<file path="config.mk">
export PLATFORM = sky130hd
export DESIGN_NAME = ex_hazard_ctrl_flat
export DESIGN_NICKNAME = d
export VERILOG_FILES = /design/src/rtl/ex_hazard_ctrl_if.sv /design/src/rtl/ex_hazard_ctrl.sv /design/src/flat_wrapper.sv
export SDC_FILE = /design/constraint.sdc
export NUM_CORES = 1
export LEC_CHECK = 0
export BUFFER_PORTS_ARGS = -buffer_cell sky130_fd_sc_hd__buf_4
export CAP_MARGIN = 10
export CORE_MARGIN = 8
export CORE_UTILIZATION = 40
export CTS_CLUSTER_SIZE = 12
export DETAILED_ROUTE_END_ITERATION = 8
export HOLD_SLACK_MARGIN = 0.15
export PLACE_DENSITY_LB_ADDON = 0.08
export SETUP_SLACK_MARGIN = 0.15
export SLEW_MARGIN = 20
export SYNTH_ARGS = -nofsm -noshare
export SYNTH_HDL_FRONTEND = slang
export SYNTH_SLANG_ARGS = --single-unit
</file>
<file path="constraint.sdc">
create_clock -name clk -period 2.25 [get_ports clk]
set_clock_uncertainty 0.15 [all_clocks]
set_input_delay 0 -clock clk [delete_from_list [all_inputs] [get_ports clk]]
set_output_delay 0 -clock clk [all_outputs]
set_load 0.005 [all_outputs]
</file>
<file path="src/rtl/ex_hazard_ctrl_if.sv">
// Signal bundle between the EX-stage hazard controller and the pipeline around it.
// The slave side is the controller; the master side drives decode/pipeline status.
interface ex_hazard_ctrl_if #(
  parameter int unsigned CNT_W = 16
);
  logic [3:0]       id_srcA;
  logic [3:0]       id_srcB;
  logic             id_useA;
  logic             id_useB;
  logic             id_branch_flags;
  logic             id_branch_taken;
  logic             id_halt;
  logic [3:0]       ex_srcA;
  logic [3:0]       ex_srcB;
  logic [3:0]       ex_regW;
  logic             ex_regWrite;
  logic             ex_memRead;
  logic             ex_setsFlags;
  logic [3:0]       mem_regW;
  logic             mem_regWrite;
  logic [3:0]       wb_regW;
  logic             wb_regWrite;
  logic             mem_busy;
  logic             stall_pc;
  logic             stall_ifid;
  logic             flush_ifid;
  logic             bubble_idex;
  logic             freeze_back;
  logic [1:0]       fwdA;
  logic [1:0]       fwdB;
  logic             halted;
  logic [CNT_W-1:0] bubble_cnt;

  modport slave (
    input  id_srcA, id_srcB, id_useA, id_useB, id_branch_flags, id_branch_taken,
           id_halt, ex_srcA, ex_srcB, ex_regW, ex_regWrite, ex_memRead,
           ex_setsFlags, mem_regW, mem_regWrite, wb_regW, wb_regWrite, mem_busy,
    output stall_pc, stall_ifid, flush_ifid, bubble_idex, freeze_back,
           fwdA, fwdB, halted, bubble_cnt
  );

  modport master (
    output id_srcA, id_srcB, id_useA, id_useB, id_branch_flags, id_branch_taken,
           id_halt, ex_srcA, ex_srcB, ex_regW, ex_regWrite, ex_memRead,
           ex_setsFlags, mem_regW, mem_regWrite, wb_regW, wb_regWrite, mem_busy,
    input  stall_pc, stall_ifid, flush_ifid, bubble_idex, freeze_back,
           fwdA, fwdB, halted, bubble_cnt
  );
endinterface

</file>
<file path="src/rtl/ex_hazard_ctrl.sv">
// EX-stage pipeline sequencer: operand forwarding select, load-use/flag-use bubbles,
// branch flush, memory-busy freeze and HLT drain.
module ex_hazard_ctrl #(
  parameter int unsigned DRAIN_CYCLES = 3,
  parameter int unsigned CNT_W        = 16
) (
  input logic               clk,
  input logic               rst_n,
  ex_hazard_ctrl_if.slave   bus
);
  typedef enum logic [1:0] {RUN, DRAIN, HALTED} state_e;

  state_e           state_q, state_d;
  logic [1:0]       dcnt_q, dcnt_d;
  logic [CNT_W-1:0] bubble_cnt_q, bubble_cnt_d;

  logic load_use, flag_use, hazard;
  logic stall_pc, stall_ifid, flush_ifid, bubble_idex, freeze_back;
  logic [1:0] fwd_a, fwd_b;

  always_comb begin
    load_use = bus.ex_memRead && bus.ex_regWrite && (bus.ex_regW != 4'd0) &&
               ((bus.id_useA && (bus.id_srcA == bus.ex_regW)) ||
                (bus.id_useB && (bus.id_srcB == bus.ex_regW)));
    flag_use = bus.id_branch_flags && bus.ex_setsFlags;
    hazard   = load_use || flag_use;
  end

  // EX/MEM result is newer than MEM/WB, so it takes precedence; R0 is hardwired zero.
  always_comb begin
    fwd_a = 2'b00;
    fwd_b = 2'b00;
    if (bus.mem_regWrite && (bus.mem_regW != 4'd0) && (bus.mem_regW == bus.ex_srcA))
      fwd_a = 2'b10;
    else if (bus.wb_regWrite && (bus.wb_regW != 4'd0) && (bus.wb_regW == bus.ex_srcA))
      fwd_a = 2'b01;
    if (bus.mem_regWrite && (bus.mem_regW != 4'd0) && (bus.mem_regW == bus.ex_srcB))
      fwd_b = 2'b10;
    else if (bus.wb_regWrite && (bus.wb_regW != 4'd0) && (bus.wb_regW == bus.ex_srcB))
      fwd_b = 2'b01;
  end

  always_comb begin
    state_d      = state_q;
    dcnt_d       = dcnt_q;
    stall_pc     = 1'b0;
    stall_ifid   = 1'b0;
    flush_ifid   = 1'b0;
    bubble_idex  = 1'b0;
    freeze_back  = 1'b0;
    if (bus.mem_busy) begin
      stall_pc    = 1'b1;
      stall_ifid  = 1'b1;
      freeze_back = 1'b1;
    end else begin
      unique case (state_q)
        HALTED: begin
          stall_pc    = 1'b1;
          stall_ifid  = 1'b1;
          freeze_back = 1'b1;
        end
        DRAIN: begin
          stall_pc   = 1'b1;
          flush_ifid = 1'b1;
          dcnt_d     = dcnt_q + 2'd1;
          if (dcnt_q == 2'(DRAIN_CYCLES - 1)) state_d = HALTED;
        end
        default: begin
          if (hazard) begin
            stall_pc    = 1'b1;
            stall_ifid  = 1'b1;
            bubble_idex = 1'b1;
          end else if (bus.id_halt) begin
            stall_pc   = 1'b1;
            flush_ifid = 1'b1;
            state_d    = DRAIN;
            dcnt_d     = 2'd0;
          end else if (bus.id_branch_taken) begin
            flush_ifid = 1'b1;
          end
        end
      endcase
    end
  end

  always_comb begin
    bubble_cnt_d = bubble_cnt_q;
    if (bubble_idex && !bus.mem_busy && !(&bubble_cnt_q))
      bubble_cnt_d = bubble_cnt_q + 1'b1;
  end

  always_ff @(posedge clk) begin
    if (!rst_n) begin
      state_q      <= RUN;
      dcnt_q       <= '0;
      bubble_cnt_q <= '0;
    end else begin
      state_q      <= state_d;
      dcnt_q       <= dcnt_d;
      bubble_cnt_q <= bubble_cnt_d;
    end
  end

  assign bus.stall_pc    = stall_pc;
  assign bus.stall_ifid  = stall_ifid;
  assign bus.flush_ifid  = flush_ifid;
  assign bus.bubble_idex = bubble_idex;
  assign bus.freeze_back = freeze_back;
  assign bus.fwdA        = fwd_a;
  assign bus.fwdB        = fwd_b;
  assign bus.halted      = (state_q == HALTED);
  assign bus.bubble_cnt  = bubble_cnt_q;
endmodule

</file>
<file path="src/flat_wrapper.sv">
// flat-port wrapper written by rule: the top's interface ports become plain ports
module ex_hazard_ctrl_flat 
#(
  parameter int unsigned DRAIN_CYCLES = 3,
  parameter int unsigned CNT_W        = 16
)
  (clk, rst_n, bus_id_srcA, bus_id_srcB, bus_id_useA, bus_id_useB, bus_id_branch_flags, bus_id_branch_taken, bus_id_halt, bus_ex_srcA, bus_ex_srcB, bus_ex_regW, bus_ex_regWrite, bus_ex_memRead, bus_ex_setsFlags, bus_mem_regW, bus_mem_regWrite, bus_wb_regW, bus_wb_regWrite, bus_mem_busy, bus_stall_pc, bus_stall_ifid, bus_flush_ifid, bus_bubble_idex, bus_freeze_back, bus_fwdA, bus_fwdB, bus_halted, bus_bubble_cnt);
  ex_hazard_ctrl_if #(.CNT_W(CNT_W)) bus_i ();
  input logic clk;
  input logic rst_n;
  input wire logic [$bits(bus_i.id_srcA)-1:0] bus_id_srcA;
  input wire logic [$bits(bus_i.id_srcB)-1:0] bus_id_srcB;
  input wire logic [$bits(bus_i.id_useA)-1:0] bus_id_useA;
  input wire logic [$bits(bus_i.id_useB)-1:0] bus_id_useB;
  input wire logic [$bits(bus_i.id_branch_flags)-1:0] bus_id_branch_flags;
  input wire logic [$bits(bus_i.id_branch_taken)-1:0] bus_id_branch_taken;
  input wire logic [$bits(bus_i.id_halt)-1:0] bus_id_halt;
  input wire logic [$bits(bus_i.ex_srcA)-1:0] bus_ex_srcA;
  input wire logic [$bits(bus_i.ex_srcB)-1:0] bus_ex_srcB;
  input wire logic [$bits(bus_i.ex_regW)-1:0] bus_ex_regW;
  input wire logic [$bits(bus_i.ex_regWrite)-1:0] bus_ex_regWrite;
  input wire logic [$bits(bus_i.ex_memRead)-1:0] bus_ex_memRead;
  input wire logic [$bits(bus_i.ex_setsFlags)-1:0] bus_ex_setsFlags;
  input wire logic [$bits(bus_i.mem_regW)-1:0] bus_mem_regW;
  input wire logic [$bits(bus_i.mem_regWrite)-1:0] bus_mem_regWrite;
  input wire logic [$bits(bus_i.wb_regW)-1:0] bus_wb_regW;
  input wire logic [$bits(bus_i.wb_regWrite)-1:0] bus_wb_regWrite;
  input wire logic [$bits(bus_i.mem_busy)-1:0] bus_mem_busy;
  output wire logic [$bits(bus_i.stall_pc)-1:0] bus_stall_pc;
  output wire logic [$bits(bus_i.stall_ifid)-1:0] bus_stall_ifid;
  output wire logic [$bits(bus_i.flush_ifid)-1:0] bus_flush_ifid;
  output wire logic [$bits(bus_i.bubble_idex)-1:0] bus_bubble_idex;
  output wire logic [$bits(bus_i.freeze_back)-1:0] bus_freeze_back;
  output wire logic [$bits(bus_i.fwdA)-1:0] bus_fwdA;
  output wire logic [$bits(bus_i.fwdB)-1:0] bus_fwdB;
  output wire logic [$bits(bus_i.halted)-1:0] bus_halted;
  output wire logic [$bits(bus_i.bubble_cnt)-1:0] bus_bubble_cnt;
  assign bus_i.id_srcA = bus_id_srcA;
  assign bus_i.id_srcB = bus_id_srcB;
  assign bus_i.id_useA = bus_id_useA;
  assign bus_i.id_useB = bus_id_useB;
  assign bus_i.id_branch_flags = bus_id_branch_flags;
  assign bus_i.id_branch_taken = bus_id_branch_taken;
  assign bus_i.id_halt = bus_id_halt;
  assign bus_i.ex_srcA = bus_ex_srcA;
  assign bus_i.ex_srcB = bus_ex_srcB;
  assign bus_i.ex_regW = bus_ex_regW;
  assign bus_i.ex_regWrite = bus_ex_regWrite;
  assign bus_i.ex_memRead = bus_ex_memRead;
  assign bus_i.ex_setsFlags = bus_ex_setsFlags;
  assign bus_i.mem_regW = bus_mem_regW;
  assign bus_i.mem_regWrite = bus_mem_regWrite;
  assign bus_i.wb_regW = bus_wb_regW;
  assign bus_i.wb_regWrite = bus_wb_regWrite;
  assign bus_i.mem_busy = bus_mem_busy;
  assign bus_stall_pc = bus_i.stall_pc;
  assign bus_stall_ifid = bus_i.stall_ifid;
  assign bus_flush_ifid = bus_i.flush_ifid;
  assign bus_bubble_idex = bus_i.bubble_idex;
  assign bus_freeze_back = bus_i.freeze_back;
  assign bus_fwdA = bus_i.fwdA;
  assign bus_fwdB = bus_i.fwdB;
  assign bus_halted = bus_i.halted;
  assign bus_bubble_cnt = bus_i.bubble_cnt;
  ex_hazard_ctrl #(.DRAIN_CYCLES(DRAIN_CYCLES), .CNT_W(CNT_W)) u_core (.clk(clk), .rst_n(rst_n), .bus(bus_i));
endmodule
</file>
==> results.toml <==
[drt]
ant_nets = 0
routed.top_layer = "met4"
avgViaCountPerCell = 5.29
dr_total_vias = 1592
drt-wirelength-per-cell_um = 14.3
route.final.wire_length_um = 4320
wl_met1_um = 1950
wl_met2_um = 2000
drc_errors = 0
drtPass1Iterations = 4
wl_met3_um = 330
dr.first_iter.drc_count = 59

[timing]
finalSetupViolCount = 0
hold_viol = 0
slew_violations = 0
hold_ws_ns = 0.224
tightest_slew_ns = 0.460
slew-limit-headroom_pct = 68.9
rsz0062_at_grt = "no"
fin_crit_ns = 1.98
fin_tns_setup_ns = 0
period_share_pct = 88.1
fmax_mhz = 505

[clock_tree]
max-clock-path-buffers = 2
htreeDepth = 1
clkLatencyLatePin_ns = 0.26
cts-root-buf = "clkbuf_8"
post-cts-setup-buffers = 0
clock-sinks = 20
clk_pin_slew_ns = 0.09
tritoncts = "done"
numCtsBuffers = 3

[final_layout]
final_nets = 299
final_area_sq_um = 2190
final_common_cell = "buf_4"
final_cell_mix = "71 x buf_4, 18 x xnor2_1, 18 x dfxtp_1"
diodes = 0
area_growth_pct = 48.6
drive_gt1_share_pct = 36.0
fin_cells = 301

[status]
status = "completed"

[synthesis]
synth_area_sq_um = 1480
syn_nets = 227
synth_seq_area_share_pct = 27.1
syn-mean-instance-area_sq_um = 8.11
synthDistinctLibCells = 39
yosysWarnings = 0
synthCells = 182
ys_ff_latch = 20

[placed_design]
hpwl_um = 3390
place_inst = 293
port_buffers = 66
routabilityCongestion = 0.767
placed_area_sq_um = 2040

[worst_setup_path]
cp.arrival_ns = 1.99
critPathMaxStageDelay_ns = 0.54
required_ns = 2.26
critPathTopFamily = "buffers and inverters"
cp_max_fo = 6
start_kind = "register"
cp_slowest_cell = "dlygate4sd3_1"
reg2reg_depth = 7
cp.buffers_inverters = 3
cp-startpoint = "u_core.state_q[0]"
rr_startpoint = "u_core.state_q[0]"
cp-end-kind = "register"
r2r_end = "u_core.dcnt_q[1]"
crit_chain = "inv_1, ha_1, nor2_2, buf_4, a31oi_1, o21a_1, dlygate4sd3_1"
cp-endpoint = "u_core.dcnt_q[1]"
r2r_slack_ns = 0.27
crit_cells = 7
crit_type = "register to register"

[global_routing]
overflow = 0
grt_pass1_wl_um = 7310
antenna_found_initial = 0
grt_usage_pct = 14.4
grt_start_max_net_pins = 39
grt_pass1_vias = 1659

[die]
rows = 22
die-area_sq_um = 5890
die_x_um = 76.7
die_y_um = 76.7
core-area_sq_um = 3610
ios = 67
initial_utilization_pct = 40.9

[pwr]
vdd_drop_max_mv = 0.210
powerDensity_nw_per_um2 = 439
leakagePower_uw = 0.000899
totalPowerFinal_uw = 962

[min_path]
hp-class = "input port to output port"

[run]
cap_violations = 0
[sequential cells by signal, indices dropped and copies added (netlist names)]
signal and flops:
u_core.dcnt_q 2, u_core.bus.bubble_cnt 16, u_core.state_q 2
[worst min-delay path by stage]
| stage | from | slack (ns) | to | cells past startpoint |
|---|---|---|---|---|
| after CTS | bus_mem_regWrite | 0.23 | bus_fwdB[1] | 4 |
| after global routing | bus_mem_regWrite | 0.25 | bus_fwdB[1] | 4 |
| after global placement | bus_mem_busy | 0.14 | bus_stall_ifid | 3 |
| after floorplan | bus_mem_busy | -0.07 | bus_stall_ifid | 1 |
| after detailed placement | bus_mem_busy | 0.14 | bus_stall_ifid | 3 |
| final | bus_mem_regWrite | 0.22 | bus_fwdB[1] | 4 |
[cell usage after synthesis]
cell type  count  area share [%]
o21a_1         2             1.0
a211o_1        1            0.59
a311oi_1       2             1.2
a31oi_1        2            0.85
nand3_1        6             2.0
dfxtp_1       20              27
o211ai_1       2             1.0
o31ai_1       10             5.1
and3_1         2            0.85
buf_6          1            0.76
xnor2_1       18              11
nor4b_1        1            0.59
o41ai_1        2             1.2
nand4_2        1            0.85
a21oi_1       11             3.7
and3_4         2             1.5
clkbuf_1       2            0.51
nand2b_1       8             3.4
buf_4          1            0.51
nand2_1       11             2.8
buf_2          5             1.7
ha_1           4             3.4
nand4b_1       1            0.59
and2_1         2            0.85
or4_1          8             4.1
mux2i_1        3             2.0
nor3b_1        1            0.51
xor2_1         6             3.6
nor3_1         5             1.7
inv_1          7             1.8
nand4_1       11             4.7
o21ai_0        4             1.4
o22ai_1        1            0.42
or3_1          3             1.3
nor4_1         1            0.42
a311o_1        1            0.68
nor2_1        11             2.8
nor3_2         1            0.68
and4_1         2             1.2
[metrics by stage]
stage	worst slack (ns)	util, %
2_1_floorplan	0.340	-
3_3_place_gp	0.305	56.5
3_5_place_dp	0.270	56.5
4_1_cts	0.202	59.6
5_1_grt	0.139	60.8
6_report	0.268	60.8
[layout make-up]
class | instances | area, sq um
Multi-Input combinational cell | 146 | 1040
Sequential cell | 20 | 403
Clock inverter | 1 | 30.0
Timing Repair Buffer | 76 | 593
Inverter | 7 | 26.3
Tap cell | 48 | 60.1
Fill cell | 357 | 1410
Clock buffer | 3 | 41.3
[logic make-up after synthesis]
family | after synthesis | synth area share, %
simple gates | 77 | 30.8
compound gates | 38 | 17.1
xor+xnor | 24 | 14.2
flops | 20 | 27.1
buf+inv | 16 | 5.26
fa+ha+maj | 4 | 3.39
mux | 3 | 2.04
[repair_timing]
action / 4_1_cts / 5_1_grt
hold endpoints to repair: 10 / 0
gates resized for setup: 0 / 12
hold buffers: 4 / 0
endpoints found under the setup margin: 0 / 11
[worst reg2reg max path: cells and delay by family, from the launching register on]
kind / cells / cell delay [ns]
compound gates: 2 / 0.27
fa+ha+maj: 1 / 0.23
buf+inv: 3 / 0.76
flops: 1 / 0.35
simple gates: 1 / 0.13
[metal layers]
| metal | up-vias | GRT usage [%] |
|---|---|---|
| li1 | 821 | - |
| met4 | 0 | 5.77 |
| met1 | 713 | 17.1 |
| met5 | - | 0 |
| met2 | 56 | 23.4 |
| met3 | 2 | 4.66 |
[where the power goes]
group / switching (uW) / leakage, uW / internal, uW
combinational: 107 / 0.000701 / 127
clock: 128 / 0.0000357 / 238
sequential: 3.57 / 0.000162 / 360
total: 238 / 0.000899 / 724
Power figures use the tool's default switching activity.
